**src/rtl/aclk_pkg.sv**
```systemverilog
// Shared types and defaults for the alarm controller: FSM states, BCD digit type,
// default timing constants and the timer width helper.
package aclk_pkg;

    typedef enum logic [1:0] {StIdle, StRinging, StSnoozed, StDone} alarm_state_e;

    typedef logic [3:0] bcd_t;

    localparam int unsigned DefRingSecs   = 60;
    localparam int unsigned DefSnoozeSecs = 300;
    localparam int unsigned DefMaxSnooze  = 3;

    // Shared timer width; never narrower than one bit, even when both limits are 1.
    function automatic int unsigned timer_width(input int unsigned a, input int unsigned b);
        int unsigned m;
        m = (a > b) ? a : b;
        return (m < 2) ? 1 : $clog2(m);
    endfunction

endpackage

```
**src/rtl/aclk_sec_timer.sv**
```systemverilog
// Clearable seconds up-counter; flags expiry at LIMIT-1 and saturates there.
module aclk_sec_timer #(
    parameter int unsigned LIMIT = 60,
    parameter int unsigned WIDTH = 6
) (
    input  logic clock,
    input  logic reset,
    input  logic clear,
    input  logic enable,
    input  logic one_second,
    output logic expired
);

    localparam logic [WIDTH-1:0] LastCount = WIDTH'(LIMIT - 1);

    logic [WIDTH-1:0] count_q;

    // Clear wins over a tick on the same edge, so an entry-edge tick is not counted.
    always_ff @(posedge clock or posedge reset) begin
        if (reset) begin
            count_q <= '0;
        end else if (clear) begin
            count_q <= '0;
        end else if (enable && one_second && !expired) begin
            count_q <= count_q + 1'b1;
        end
    end

    assign expired = (count_q == LastCount);

endmodule

```
**src/rtl/aclk_alarm_ctrl.sv**
```systemverilog
// Alarm sequencer: detects the matching minute, then runs ring / snooze / timeout / stop.
module aclk_alarm_ctrl
    import aclk_pkg::*;
#(
    parameter int unsigned RING_SECS   = DefRingSecs,
    parameter int unsigned SNOOZE_SECS = DefSnoozeSecs,
    parameter int unsigned MAX_SNOOZE  = DefMaxSnooze
) (
    input  logic                            clock,
    input  logic                            reset,
    input  logic                            one_second,
    input  logic                            alarm_button,
    input  logic                            stop_alarm,
    input  logic                            snooze,
    input  bcd_t                            alarm_time_ms_hr,
    input  bcd_t                            alarm_time_ls_hr,
    input  bcd_t                            alarm_time_ms_min,
    input  bcd_t                            alarm_time_ls_min,
    input  bcd_t                            current_time_ms_hr,
    input  bcd_t                            current_time_ls_hr,
    input  bcd_t                            current_time_ms_min,
    input  bcd_t                            current_time_ls_min,
    output logic                            sound_alarm,
    output logic                            snoozing,
    output logic [$clog2(MAX_SNOOZE+1)-1:0] snooze_cnt
);

    localparam int unsigned TimerW = timer_width(RING_SECS, SNOOZE_SECS);
    localparam int unsigned CntW   = $clog2(MAX_SNOOZE + 1);

    alarm_state_e    state_q, state_d;
    logic [CntW-1:0] snooze_cnt_q, snooze_cnt_d;
    logic            match, match_q, trigger;
    logic            ring_clear, ring_expired, snz_clear, snz_expired;
    logic            sound_q, snoozing_q;

    assign match = alarm_button
                && (alarm_time_ms_hr  == current_time_ms_hr)
                && (alarm_time_ls_hr  == current_time_ls_hr)
                && (alarm_time_ms_min == current_time_ms_min)
                && (alarm_time_ls_min == current_time_ls_min);

    assign trigger = match && !match_q;

    always_comb begin
        state_d = state_q;
        case (state_q)
            StIdle: begin
                if (trigger) state_d = StRinging;
            end
            StRinging: begin
                if (!alarm_button)                                    state_d = StIdle;
                else if (stop_alarm)                                  state_d = StDone;
                else if (snooze && (snooze_cnt_q < CntW'(MAX_SNOOZE))) state_d = StSnoozed;
                else if (one_second && ring_expired)                  state_d = StDone;
            end
            StSnoozed: begin
                if (!alarm_button)                  state_d = StIdle;
                else if (stop_alarm)                state_d = StDone;
                else if (one_second && snz_expired) state_d = StRinging;
            end
            StDone: begin
                // Hold until the matching minute is over so it cannot re-trigger.
                if (!alarm_button || !match) state_d = StIdle;
            end
            default: state_d = StIdle;
        endcase
    end

    always_comb begin
        snooze_cnt_d = snooze_cnt_q;
        if (state_d == StIdle && state_q != StIdle) begin
            snooze_cnt_d = '0;
        end else if (state_q == StRinging && state_d == StSnoozed) begin
            snooze_cnt_d = snooze_cnt_q + 1'b1;
        end
    end

    assign ring_clear = (state_d == StRinging) && (state_q != StRinging);
    assign snz_clear  = (state_d == StSnoozed) && (state_q != StSnoozed);

    always_ff @(posedge clock or posedge reset) begin
        if (reset) begin
            state_q      <= StIdle;
            match_q      <= 1'b0;
            snooze_cnt_q <= '0;
            sound_q      <= 1'b0;
            snoozing_q   <= 1'b0;
        end else begin
            state_q      <= state_d;
            match_q      <= match;
            snooze_cnt_q <= snooze_cnt_d;
            sound_q      <= (state_d == StRinging);
            snoozing_q   <= (state_d == StSnoozed);
        end
    end

    aclk_sec_timer #(
        .LIMIT (RING_SECS),
        .WIDTH (TimerW)
    ) u_ring_timer (
        .clock      (clock),
        .reset      (reset),
        .clear      (ring_clear),
        .enable     (state_q == StRinging),
        .one_second (one_second),
        .expired    (ring_expired)
    );

    aclk_sec_timer #(
        .LIMIT (SNOOZE_SECS),
        .WIDTH (TimerW)
    ) u_snooze_timer (
        .clock      (clock),
        .reset      (reset),
        .clear      (snz_clear),
        .enable     (state_q == StSnoozed),
        .one_second (one_second),
        .expired    (snz_expired)
    );

    assign sound_alarm = sound_q;
    assign snoozing    = snoozing_q;
    assign snooze_cnt  = snooze_cnt_q;

endmodule

```
**config.mk**
```make
export PLATFORM = sky130hd
export DESIGN_NAME = aclk_alarm_ctrl
export DESIGN_NICKNAME = d
export VERILOG_FILES = /design/src/rtl/aclk_pkg.sv /design/src/rtl/aclk_sec_timer.sv /design/src/rtl/aclk_alarm_ctrl.sv
export SDC_FILE = /design/constraint.sdc
export NUM_CORES = 1
export LEC_CHECK = 0
export BUFFER_PORTS_ARGS = -buffer_cell sky130_fd_sc_hd__buf_4
export CORE_ASPECT_RATIO = 0.6
export CORE_MARGIN = 2
export CORE_UTILIZATION = 38
export CTS_BUF_LIST = sky130_fd_sc_hd__clkbuf_2
export DETAILED_ROUTE_END_ITERATION = 8
export HOLD_SLACK_MARGIN = 0.08
export PLACE_DENSITY = 0.69
export SYNTH_ARGS = -nofsm -noshare
export SYNTH_HDL_FRONTEND = slang
export SYNTH_SLANG_ARGS = --single-unit
export TNS_END_PERCENT = 1
```
**constraint.sdc**
```tcl
create_clock -name clock -period 3.75 [get_ports clock]
set_input_delay 0 -clock clock [delete_from_list [all_inputs] [get_ports clock]]
set_output_delay 0 -clock clock [all_outputs]
set_load 0.01 [all_outputs]
```
After elaboration in Yosys (flattened, before gate mapping)
Cells that the tools add are included.
{ "totals": {"reg_bits": 25, "input_bits": 38, "output_inout_bits": 4, "elab_cells": 68} }
{ "op_classes": {"n_addsub": 3, "n_lt_le_gt_ge": 1, "n_eq_ne": 13, "n_mux": 16, "reduce_logical": 28} }
{ "ops": {"columns": ["operator", "n"], "rows": [
  ["9-bit two-way mux", 4],
  ["2-bit two-way mux", 11],
  ["9-bit by 1-bit adder with 9-bit output, second input constant", 2],
  ["4-bit == test", 4],
  ["1-bit logical AND", 16],
  ["9-bit by 6-bit == test with 1-bit output, second input constant", 1],
  ["9-bit == test, second input constant", 1],
  ["2-bit case mux with 4 select lines", 1],
  ["2-bit nonzero test", 4],
  ["2-bit == test, second input constant", 3],
  ["1-bit zero test", 5],
  ["2-bit by 1-bit == test with 1-bit output, second input constant", 2],
  ["2-bit zero test", 2],
  ["2-bit by 1-bit adder with 2-bit output, second input constant", 1],
  ["2-bit < comparator, second input constant", 1],
  ["2-bit by 1-bit inequality test with 1-bit output, second input constant", 1],
  ["2-bit inequality test, second input constant", 1],
  ["1-bit logical OR", 1]
]} }

Depth between registers and ports, before layout
Gate-level depths: netlist of run 1.
{ "logic_depth": {"depth_word": 13, "ltp_mapped": 8, "mapped_depth_nobuf": 7} }

By module
A second synthesis of run 1 with hierarchy kept.
{ "unflattened": {"hier_cells": 180, "area_unflattened_um2": 1634.1} }
{ "modules_own_cells": {"columns": ["mod", "instances", "cells_each", "area_each_um2", "seq_area_each_um2"], "rows": [
  ["aclk_alarm_ctrl", 1, 75, 615.6, 175.2],
  ["aclk_sec_timer at u_snooze_timer", 1, 53, 511.7, 225.2],
  ["aclk_sec_timer at u_ring_timer", 1, 52, 506.7, 225.2]
]} }

Worst setup path after synthesis of run 1
Ideal clock, no wire load.
{ "synth_path": {"path_type": "register to register", "startpoint": "register snooze_cnt_q[0], in the netlist snooze_cnt[0]", "endpoint": "register snooze_cnt_q[0], in the netlist snooze_cnt[0]", "setup_ns": 0.125, "arrival_time_ns": 1.910, "required_time_ns": 3.625, "setup_slack_ns": 1.716, "path_stages_with_launch": 7, "path_buffers": 0, "synth_period_minus_slack_ns": 2.034, "cell_sequence": "dfrtp_1 ha_1 or3b_2 a21oi_1 nor3_1 a311o_1 mux2_2"} }
{ "synth_between": {"elab_chain_len": 9, "elab_cells_between_ends": 14, "classes_between": "add/sub (1); order compare (1); eq/ne (1); mux (6); reduce/logical (5)"} }
{ "synth_lines": {"columns": ["item", "line_no", "text"], "rows": [
  ["from (decl)", "aclk_alarm_ctrl.sv:32", "logic [CntW-1:0] snooze_cnt_q, snooze_cnt_d;"],
  ["from (signal assigned)", "aclk_alarm_ctrl.sv:92", "snooze_cnt_q <= snooze_cnt_d;"],
  ["2-bit < comparator", "aclk_alarm_ctrl.sv:54", "else if (snooze && (snooze_cnt_q < CntW'(MAX_SNOOZE))) state_d = StSnoozed;"],
  ["1-bit logical AND", "aclk_alarm_ctrl.sv:54", null],
  ["2-bit two-way mux", "aclk_alarm_ctrl.sv:54", null],
  ["2-bit two-way mux", "aclk_alarm_ctrl.sv:53", "else if (stop_alarm) state_d = StDone;"],
  ["2-bit two-way mux", "aclk_alarm_ctrl.sv:52", "if (!alarm_button) state_d = StIdle;"],
  ["2-bit case mux with 4 select lines", "aclk_alarm_ctrl.sv:47", "case (state_q)"],
  ["2-bit == test or 2-bit zero test (tied branches)", "aclk_alarm_ctrl.sv:74, aclk_alarm_ctrl.sv:72", null],
  ["1-bit logical AND, on equally long branches", "aclk_alarm_ctrl.sv:74, aclk_alarm_ctrl.sv:72", null],
  ["2-bit nonzero test (no line) or 2-bit two-way mux (tied branches)", null, null]
]} }
Parallel ways exist; a longest one is shown, timed or not. The select of a mux whose other input is x is not followed.
A chain may end at the register's enable or synchronous reset.

Worst setup path in the final report of run 1
{ "layout_path": {"startpoint": "input alarm_time_ms_min[1]", "endpoint": "register match_q"} }
{ "layout_between": {"elab_chain_len": 3} }
{ "layout_lines": {"columns": ["item", "line_no", "text"], "rows": [
  ["from (decl)", "aclk_alarm_ctrl.sv:17", "input bcd_t alarm_time_ms_min,"],
  ["4-bit == test", "aclk_alarm_ctrl.sv:40", "&& (alarm_time_ms_min == current_time_ms_min)"],
  ["1-bit logical AND", "aclk_alarm_ctrl.sv:40", null],
  ["1-bit logical AND", "aclk_alarm_ctrl.sv:41", "&& (alarm_time_ls_min == current_time_ls_min);"],
  ["net match", "aclk_alarm_ctrl.sv:33", "logic match, match_q, trigger;"],
  ["to (signal assigned)", "aclk_alarm_ctrl.sv:91", "match_q <= match;"],
  ["to (decl)", "aclk_alarm_ctrl.sv:33", null]
]} }
The timed path passes the listed nets, and every way through them passes these cells.

==> metrics.yaml, run 1 <==
cts.root.buffer_cell: "clkbuf_2"
antenna_left: 0
peakVddDrop_mv: 0.0968
grt-ovfl-total: 0
cts_resized: 0
grt_max_degree: 26
instances_no_fill: 256
vias: 1263
cp-end-kind: "register"
synth-main-ff-cell: "dfrtp_1"
fin_worst_skew_ns: 0.0212
power_density_nw_per_um2: 227
seq_area_um2: 626
cts_sinks: 25
ys_warn_count: 0
antenna_found_initial: 0
grtUsageTotal_pct: 16.8
placed_cell_area_um2: 1880
h-tree-depth: 1
p_clk_share_pct: 23.4
place_congestion: 0.789
yosysSeqAreaShare_pct: 41.1
synth_cell_types: 43
io_pins: 42
relSlewSlack_pct: 34.9
power.leakage_uw: 0.000944
critPathArrivalTime_ns: 2.98
pwr-share-seq_pct: 61.0
synth-seq-cells: 25
core.rowCount: 17
synth_area_um2: 1520
synth_simple_gate_area_share_pct: 26.4
hold_path.class: "input port to register"
finalMaxSlewViolations: 0
synthMuxAreaShare_pct: 2.05
n_antenna_cell: 0
path_max_fanout: 3
async_flop_share_pct: 100
crit_type: "input port to register"
min_period_over_period_pct: 71.6
max-cap-violations: 0
required_ns: 4.04
port_buffers: 41
synth_edf_count: 0
finalCoreUtilization_pct: 52.0
area_delta_synth_final_pct: 28.5
cts_tree: "done"
synth_xor_area_share_pct: 16.7
multiInputGateArea_um2: 855
path_clk_slew_ns: 0.24
initial_utilization_pct: 40.4
cts_buffer_depth: 2
grt_pass1_vias: 1312
core-area_um2: 3760
sw_frac_of_total_pct: 23.8
dr.pass1.iters: 4
viasPerCell: 4.93
max_freq_mhz: 372
die_area_um2: 4550
design_area_um2: 1960
fin_worst_hold_slack_ns: 0.118
placed_cells: 246
clk_latency_ns: 0.35
critPathLaunchType: "input port"
synth_adder_area_share_pct: 2.47
drt_iter0_drc: 39
combPwrFrac_pct: 15.6
final.setup.tns_ns: 0
drcViolationCount: 0
outcome: "finished, final reports clean"
grt_pass1_wl_mm: 5.94
setup_viol: 0
synth_top_family_by_area: "simple AND/OR/NAND/NOR gates"
wire_per_inst_um: 12.8
hold_violations: 0
nets: 251
postSynthCellCount: 160
cts_made_buffers: 3
avgSynthCellArea_um2: 9.52
switching_power_uw: 106
syn_nets: 201
die_h_um: 53.0
synth_compound_gate_area_share_pct: 8.55
internal_power_uw: 338
die_w_um: 85.7
n_fill_cell: 339
dpl.hpwl_mm: 2.55
period_minus_slack_ns: 2.69
worst_slew_pin_slew_ns: 0.968
routed_wirelength_mm: 3.29
rsz0062_at_grt: "false"
layout-drive-gt1-share_pct: 25.4
-- metal layers --
layer  vias up  routed length, µm  track usage (%)
li1        654                  -                -
met1       596               1770             23.7
met2        13               1420             26.0
met3         0                103             4.68
met4         0                  0             2.65
met5         -                  0                0
-- per-stage QoR --
stage                     total power, µW  worst slack [ns]
after CTS                             453              1.07
after detailed placement              339              1.11
after floorplan                       300              1.72
after global placement                338              1.18
after global routing                  469             0.752
final                                 443              1.06
-- final timing paths --
path / from / endpoint / slack, ns / cells past startpoint
max: alarm_time_ms_min[1] / match_q$_DFF_PP0_ / 1.06 / 8
min reg2reg: u_snooze_timer.count_q[8]$_DFFE_PP0P_ / u_snooze_timer.count_q[8]$_DFFE_PP0P_ / 0.57 / 2
min in group asynchronous: reset / u_ring_timer.count_q[5]$_DFFE_PP0P_ / 0.36 / 3
max in group asynchronous: reset / u_snooze_timer.count_q[2]$_DFFE_PP0P_ / 2.82 / 3
min: one_second / u_ring_timer.count_q[0]$_DFFE_PP0P_ / 0.12 / 4
max reg2reg: u_snooze_timer.count_q[0]$_DFFE_PP0P_ / snooze_cnt[0]$_DFFE_PP0P_ / 1.07 / 7
-- layout by cell type (no fill, tap or decap), drive strengths merged, types with 5 or more instances in the layout --
master,n
inv,8
xor2,7
nor2,23
xnor2,22
nand2,7
nand3,7
and3,5
dfrtp,25
buf,41
dlygate4sd3,6
-- cells by family after synthesis --
| family | after synthesis |
|---|---|
| DFF | 25 |
| xor gates and xnor gates | 29 |
| AOI/OAI and AO/OA | 18 |
| buffers and inverters | 10 |
| adders and majority gates | 3 |
| muxes | 3 |
| and+or+nand+nor | 72 |
-- sequential cells by signal (all words and copies together) (netlist names) --
register                cells
snooze_cnt                  2
match_q                     1
snoozing                    1
sound_alarm                 1
u_ring_timer.count_q        9
u_snooze_timer.count_q      9
state_q                     2
-- area by class of cell --
| type | instances | share of cell area (%) |
|---|---|---|
| Clock buffer | 3 | 0.767 |
| Inverter | 8 | 1.53 |
| Clock inverter | 1 | 0.256 |
| Timing Repair Buffer | 47 | 18.8 |
| Sequential cell | 25 | 32.0 |
| Tap cell | 47 | 3.01 |
| Multi-Input combinational cell | 125 | 43.7 |
-- power by group through the flow --
| stage | Sequential [µW] | Clock, µW | Combinational (µW) |
|---|---|---|---|
| 5_1_grt | 271 | 122 | 76.4 |
| 3_3_place_gp | 275 | 0 | 63.2 |
| 4_1_cts | 271 | 113 | 69.2 |
| 2_1_floorplan | 275 | 0 | 25.3 |
| 6_report | 270 | 104 | 69.1 |
| 3_5_place_dp | 275 | 0 | 63.6 |
-- cell usage after synthesis (all sizes together), types with 2 or more instances --
master	number	share of area, %
o21bai	2	0.99
or2	2	0.82
and3	5	2.1
xor2	7	4.0
buf	2	0.82
nand2	7	1.7
a21oi	3	0.99
and2	2	0.82
a31oi	3	1.2
nor2	23	5.7
ha	3	2.5
inv	8	2.0
mux2i	2	1.3
xnor2	22	13
dfrtp	25	41
nor4	4	2.5
nand4	4	1.6
nor3b	3	1.5
nor3	3	0.99
nand3	7	2.3
o21ai	3	0.99
-- worst max-delay path, cell delays in order --
cell,delay [ns]
dlygate4sd3_1,0.53
buf_4,0.13
xnor2_1,0.14
dlygate4sd3_1,0.59
nand2_1,0.09
dlygate4sd3_1,0.57
nor4_1,0.32
dlygate4sd3_1,0.61
-- repair_timing --
item	in CTS	in global routing
endpoints found under the hold margin	28	0
buffers inserted	0	0
hold buffers	6	0
(Power assumes the default switching activity.)
==> inputs of run 2 (changes only) <==
- clock period: 3.75 -> 2.55 ns (I/O delays scaled with it)
==> run 2 against run 1 <==
Clock skew is 0.018 ns lower. Wire length grew 13%. Final area up 4.2%. Utilization is 2.2 points higher. Via count up 1.2%. Critical path type unchanged. Critical endpoint is now snooze_cnt[0]$_DFFE_PP0P_. Largest power group unchanged.
==> metrics.yaml, run 2 (same netlist as run 1, synthesis figures left out) <==
outcome: "finished, final reports clean"
critPathLaunchType: "input port"
dpl.hpwl_mm: 2.69  # +5.4%
r2r_start: "u_snooze_timer.count_q[0]$_DFFE_PP0P_"
gr-usage-met3_pct: 4.21  # -0.47 points
layout_setup_ws_ns: 0.0687  # -0.996 ns
dr.pass1.iters: 5  # +1
top_regs: "u_ring_timer.count_q (9), u_snooze_timer.count_q (9)"
die_h_um: 53.0  # unchanged
power.leakage_uw: 0.000965  # +2.2%
max_freq_mhz: 403
layout-drive-gt1-share_pct: 25.5  # +0.10 points
relSlewSlack_pct: 35.8  # +0.90 points
cp-endpoint: "snooze_cnt[0]$_DFFE_PP0P_"
met1_usage_pct: 24.7  # +1.0 points
reg2reg_depth: 8  # +1
viasPerCell: 4.86  # -1.5%
core.rowCount: 17  # unchanged
n_fill_cell: 335  # -1.2%
finalCoreUtilization_pct: 54.2  # +2.2 points
area_delta_synth_final_pct: 33.9
cp_cell_sequence: "dlygate4sd3_1 > buf_4 > xnor2_1 > dlygate4sd3_1 > nand4_1 > nor3_1 > nor3b_1 > nor4_2 > buf_4 > mux2_2"
placed_cells: 247  # +0.41%
cts_tree: "done"
period_minus_slack_ns: 2.48
grt_pass1_vias: 1296  # -1.2%
cp-end-kind: "register"
initial_utilization_pct: 40.4  # unchanged
critPathArrivalTime_ns: 2.74  # -0.24 ns
antenna_found_initial: 0  # unchanged
vias: 1278  # +1.2%
port_buffers: 41  # unchanged
required_ns: 2.81  # -1.23 ns
cts_buffer_depth: 2  # unchanged
core-area_um2: 3760  # unchanged
die_area_um2: 4550  # unchanged
r2r_slack_ns: 0.21  # -0.86 ns
place_worst_setup_slack_ns: 0.263  # -0.850 ns
max_stage_delay_ns: 0.60  # about the same
nets: 258  # +2.8%
final.setup.tns_ns: 0  # unchanged
cts_sinks: 25  # unchanged
cts_made_buffers: 3  # unchanged
die_w_um: 85.7  # unchanged
crit_start: "alarm_time_ms_hr[3]"
io_pins: 42  # unchanged
hold_violations: 0  # unchanged
post_cts.repair.setup_buffers: 0  # unchanged
grtUsageTotal_pct: 17.2  # +0.41 points
power_density_nw_per_um2: 329  # +45%
drcViolationCount: 0  # unchanged
n_antenna_cell: 0  # unchanged
layout_commonest_cell: "buf_4"
hold_path.class: "input port to register"
max-cap-violations: 0  # unchanged
path_clk_slew_ns: 0.23  # about the same
worstReg2RegEnd: "snooze_cnt[1]$_DFFE_PP0P_"
place_congestion: 0.805  # +2.0%
grt_max_degree: 26  # unchanged
setup_viol: 0  # unchanged
worst_slew_pin_slew_ns: 0.962  # -0.00650 ns
fin_worst_skew_ns: 0.00361  # -0.0176 ns
rsz0062_at_grt: "false"
min_period_over_period_pct: 97.3
cts.root.buffer_cell: "clkbuf_2"
path_max_fanout: 11  # +8
finalMaxSlewViolations: 0  # unchanged
grt_pass1_wl_mm: 6.03  # +1.5%
crit_slowest_cell: "dlygate4sd3_1"
grt.busiest_layer: "met2"
grt-ovfl-total: 0  # unchanged
grtUsageMet2_pct: 27.1  # +1.0 points
clk_latency_ns: 0.34  # about the same
final_cell_mix: "42 x buf_4, 25 x dfrtp_1, 23 x nor2_1"
wire_per_inst_um: 14.1  # +9.6%
drt_iter0_drc: 86  # +120%
antenna_left: 0  # unchanged
instances_no_fill: 263  # +2.7%
peakVddDrop_mv: 0.152  # +57%
h-tree-depth: 1  # unchanged
crit_type: "input port to register"
routed_wirelength_mm: 3.70  # +13%
## run 2: cell count changes in the layout (fill, tap and decap cells not counted)
cell | before | now
dlygate4sd3_1 | 6 | 12
clkinv_2 | 1 | 0
nor4_1 | 2 | 1
nor4_4 | 0 | 1
buf_4 | 41 | 42
clkbuf_2 | 3 | 4
## run 2: timing repair
item,CTS,global route
hold buffers,5,8
gates resized for setup,0,2
endpoints found under the setup margin,0,4
hold endpoints to repair,26,1
## run 2: area by class of cell
class | count | area [µm²] | area share, %
multi-input combinational | 125 | 870 | 42.6
sequential | 25 | 626 | 30.7
timing repair buffer | 54 | 435 | 21.3
tap | 47 | 58.8 | 2.88
inverter | 8 | 30.0 | 1.47
clock buffer | 4 | 20.0 | 0.982
## run 2: how the worst min path moves through the flow
| stage | start | endpoint | slack [ns] | depth (start not counted) |
|---|---|---|---|---|
| 2_1_floorplan | reset | match_q$_DFF_PP0_ | 0.03 | 1 |
| 3_3_place_gp | reset | snooze_cnt[1]$_DFFE_PP0P_ | 0.27 | 2 |
| 3_5_place_dp | reset | snooze_cnt[0]$_DFFE_PP0P_ | 0.28 | 2 |
| 4_1_cts | alarm_button | snoozing$_DFF_PP0_ | 0.09 | 3 |
| 5_1_grt | alarm_button | snoozing$_DFF_PP0_ | 0.1 | 3 |
| 6_report | alarm_button | snoozing$_DFF_PP0_ | 0.10 | 3 |
## run 2: critical path, delay by kind of cell
kind	cells	cell delay (ns)
XOR/XNOR	1	0.13
buffers and inverters	4	1.47
multiplexers	1	0.26
AND/OR/NAND/NOR	4	0.89
## run 2: metal layers
metal  share of wire (%)  routed length, µm
met3                 3.2                120
met2                  43               1610
met4                0.57                 21
met5                   0                  0
met1                  53               1950
## run 2: report_power, final
group / internal (µW) / switching [µW] / leakage [µW]
registers: 397 / 0.185 / 0.000349
clock network: 41.4 / 116 / 0.0000166
logic: 72.3 / 43.4 / 0.000599
## run 2: stage by stage
| step | hold WS, ns | area, µm² | power, µW |
|---|---|---|---|
| after floorplan | 0.0273 | 1520 | 441 |
| after global placement | 0.273 | 1880 | 497 |
| after detailed placement | 0.283 | 1880 | 499 |
| after CTS | 0.0881 | 1950 | 665 |
| after global routing | 0.0986 | 2040 | 712 |
| final | 0.103 | 2040 | 671 |
==> inputs of run 3 (changes only) <==
- CTS_BUF_LIST: sky130_fd_sc_hd__clkbuf_2 -> sky130_fd_sc_hd__clkbuf_4 sky130_fd_sc_hd__clkbuf_8
==> run 3 against run 2 <==
Maximum frequency rose by 5.4%. Wire length shrank 7.6%. Global-route usage rose by 0.075 points. Final cell count is 3.0% lower. Final area down 2.8%. Critical endpoint unchanged. Register-to-register slack about the same. Clock skew about the same. Flip-flop and latch count unchanged. Non-clock buffer count decreased by 8. Critical path type unchanged. Critical path depth stayed put. Sequential share of layout area up 0.89 points.
==> metrics.yaml, run 3 (same netlist as run 1, synthesis figures left out) <==
grt_pass1_wl_mm: 6.06  # +0.46%
relSlewSlack_pct: 36.1  # +0.30 points
r2r_start: "u_snooze_timer.count_q[0]$_DFFE_PP0P_"
hold_start: "alarm_time_ls_hr[0]"
worstReg2RegEnd: "u_snooze_timer.count_q[3]$_DFFE_PP0P_"
finalMaxSlewViolations: 0  # unchanged
nets: 250  # -3.1%
period_minus_slack_ns: 2.35  # -0.128 ns
drt_iter0_drc: 71  # -17%
port_buffers: 41  # unchanged
place_worst_setup_slack_ns: 0.263  # unchanged
cts_buffer_depth: 2  # unchanged
final_cell_mix: "42 x buf_4, 25 x dfrtp_1, 23 x nor2_1"
area_delta_synth_final_pct: 30.2
fin_worst_skew_ns: 0.00352  # -0.0000852 ns
grt_max_degree: 26  # unchanged
viasPerCell: 4.92  # +1.2%
path_clk_slew_ns: 0.09  # -0.14 ns
cp-end-kind: "register"
die_area_um2: 4550  # unchanged
power.leakage_uw: 0.000949  # -1.7%
core-area_um2: 3760  # unchanged
h-tree-depth: 1  # unchanged
die_h_um: 53.0  # unchanged
layout-drive-gt1-share_pct: 26.0  # +0.50 points
critPathArrivalTime_ns: 2.52  # -0.22 ns
r2r_slack_ns: 0.22  # about the same
place_congestion: 0.805  # unchanged
post_cts.repair.setup_buffers: 0  # unchanged
max_freq_mhz: 425  # +5.4%
die_w_um: 85.7  # unchanged
grtUsageTotal_pct: 17.2  # +0.075 points
clk_latency_ns: 0.27  # -0.07 ns
max-cap-violations: 0  # unchanged
hold_path.class: "input port to register"
antenna_found_initial: 0  # unchanged
layout_setup_ws_ns: 0.196  # +0.128 ns
hold_violations: 0  # unchanged
reg2reg_depth: 8  # unchanged
core.rowCount: 17  # unchanged
setup_viol: 0  # unchanged
n_antenna_cell: 0  # unchanged
final.setup.tns_ns: 0  # unchanged
dr.pass1.iters: 4  # -1
wire_per_inst_um: 13.4  # -4.8%
io_pins: 42  # unchanged
grt_pass1_vias: 1307  # +0.85%
finalCoreUtilization_pct: 52.6  # -1.5 points
power_density_nw_per_um2: 377  # +14%
rsz0062_at_grt: "false"
required_ns: 2.71  # -0.10 ns
cts_sinks: 25  # unchanged
whs_endpoint: "match_q$_DFF_PP0_"
cts_made_buffers: 3  # unchanged
cts.root.buffer_cell: "clkbuf_8"
grt-ovfl-total: 0  # unchanged
antenna_left: 0  # unchanged
crit_type: "input port to register"
dpl.hpwl_mm: 2.69  # unchanged
top_regs: "u_ring_timer.count_q (9), u_snooze_timer.count_q (9)"
holdPathStages: 4  # +1
drcViolationCount: 0  # unchanged
path_max_fanout: 11  # unchanged
critPathLaunchType: "input port"
n_fill_cell: 340  # +1.5%
initial_utilization_pct: 40.4  # unchanged
vias: 1254  # -1.9%
outcome: "finished, final reports clean"
worst_slew_pin_slew_ns: 0.957  # -0.00448 ns
routed_wirelength_mm: 3.42  # -7.6%
min_period_over_period_pct: 92.3  # -5.0 points
cts_tree: "done"
peakVddDrop_mv: 0.198  # +31%
layout_commonest_cell: "buf_4"
run 3: through the flow:
| stage | area, µm² | power (µW) | hold slack [ns] | std cells |
|---|---|---|---|---|
| 2_1_floorplan | 1520 | 441 | 0.0273 | 160 |
| 3_3_place_gp | 1880 | 497 | 0.273 | 247 |
| 3_5_place_dp | 1880 | 499 | 0.283 | 247 |
| 4_1_cts | 1970 | 753 | 0.0963 | 255 |
| 5_1_grt | 1980 | 784 | 0.135 | 255 |
| 6_report | 1980 | 746 | 0.109 | 255 |
run 3: how the worst max path moves through the flow:
| stage | start | to | slack, ns | cells past startpoint |
|---|---|---|---|---|
| CTS | alarm_time_ms_min[1] | u_ring_timer.count_q[0]$_DFFE_PP0P_ | 0.04 | 9 |
| detailed placement | u_snooze_timer.count_q[6]$_DFFE_PP0P_ | u_ring_timer.count_q[0]$_DFFE_PP0P_ | 0.26 | 6 |
| global route | alarm_time_ms_min[1] | snooze_cnt[0]$_DFFE_PP0P_ | 0.0008 | 10 |
| global placement | u_snooze_timer.count_q[6]$_DFFE_PP0P_ | u_ring_timer.count_q[0]$_DFFE_PP0P_ | 0.30 | 6 |
| floorplan | snooze_cnt[0]$_DFFE_PP0P_ | snooze_cnt[0]$_DFFE_PP0P_ | 0.52 | 6 |
| finish | alarm_time_ms_min[1] | snooze_cnt[0]$_DFFE_PP0P_ | 0.20 | 10 |
run 3: worst max-delay path: stages:
cell	delay, ns
dlygate4sd3_1	0.54
buf_4	0.13
xnor2_1	0.11
dlygate4sd3_1	0.55
nand2_1	0.08
nor3_1	0.21
nor3b_1	0.38
nor4_2	0.07
buf_4	0.19
mux2_2	0.26
run 3: where the power goes:
part / total (µW) / switching (µW) / internal (µW)
Combinational: 99.8 / 37.3 / 62.5
Clock: 250 / 128 / 123
Sequential: 396 / 0.182 / 396
Total: 746 / 165 / 581
run 3: layout make-up:
cell class	count	area (µm²)	share of cell area (%)
clock buffer	4	48.8	2.46
sequential	25	626	31.6
inverter	8	30.0	1.52
timing repair buffer	46	355	17.9
multi-input combinational	125	863	43.6
tap	47	58.8	2.97
run 3: timing repair:
action / 4_1_cts / 5_1_grt
gates resized for setup: 0 / 1
hold endpoints to repair: 26 / 0
setup endpoints to repair: 0 / 9
hold buffers: 4 / 0
run 3: routing by layer:
| metal | share of wire [%] | vias to the layer above | wire (µm) | GRT usage [%] |
|---|---|---|---|---|
| met3 | 4.4 | 2 | 151 | 4.21 |
| met4 | 0.23 | 0 | 8 | 2.38 |
| met5 | 0 | - | 0 | 0 |
| li1 | - | 651 | - | - |
| met1 | 53 | 575 | 1810 | 24.4 |
| met2 | 42 | 26 | 1450 | 27.3 |
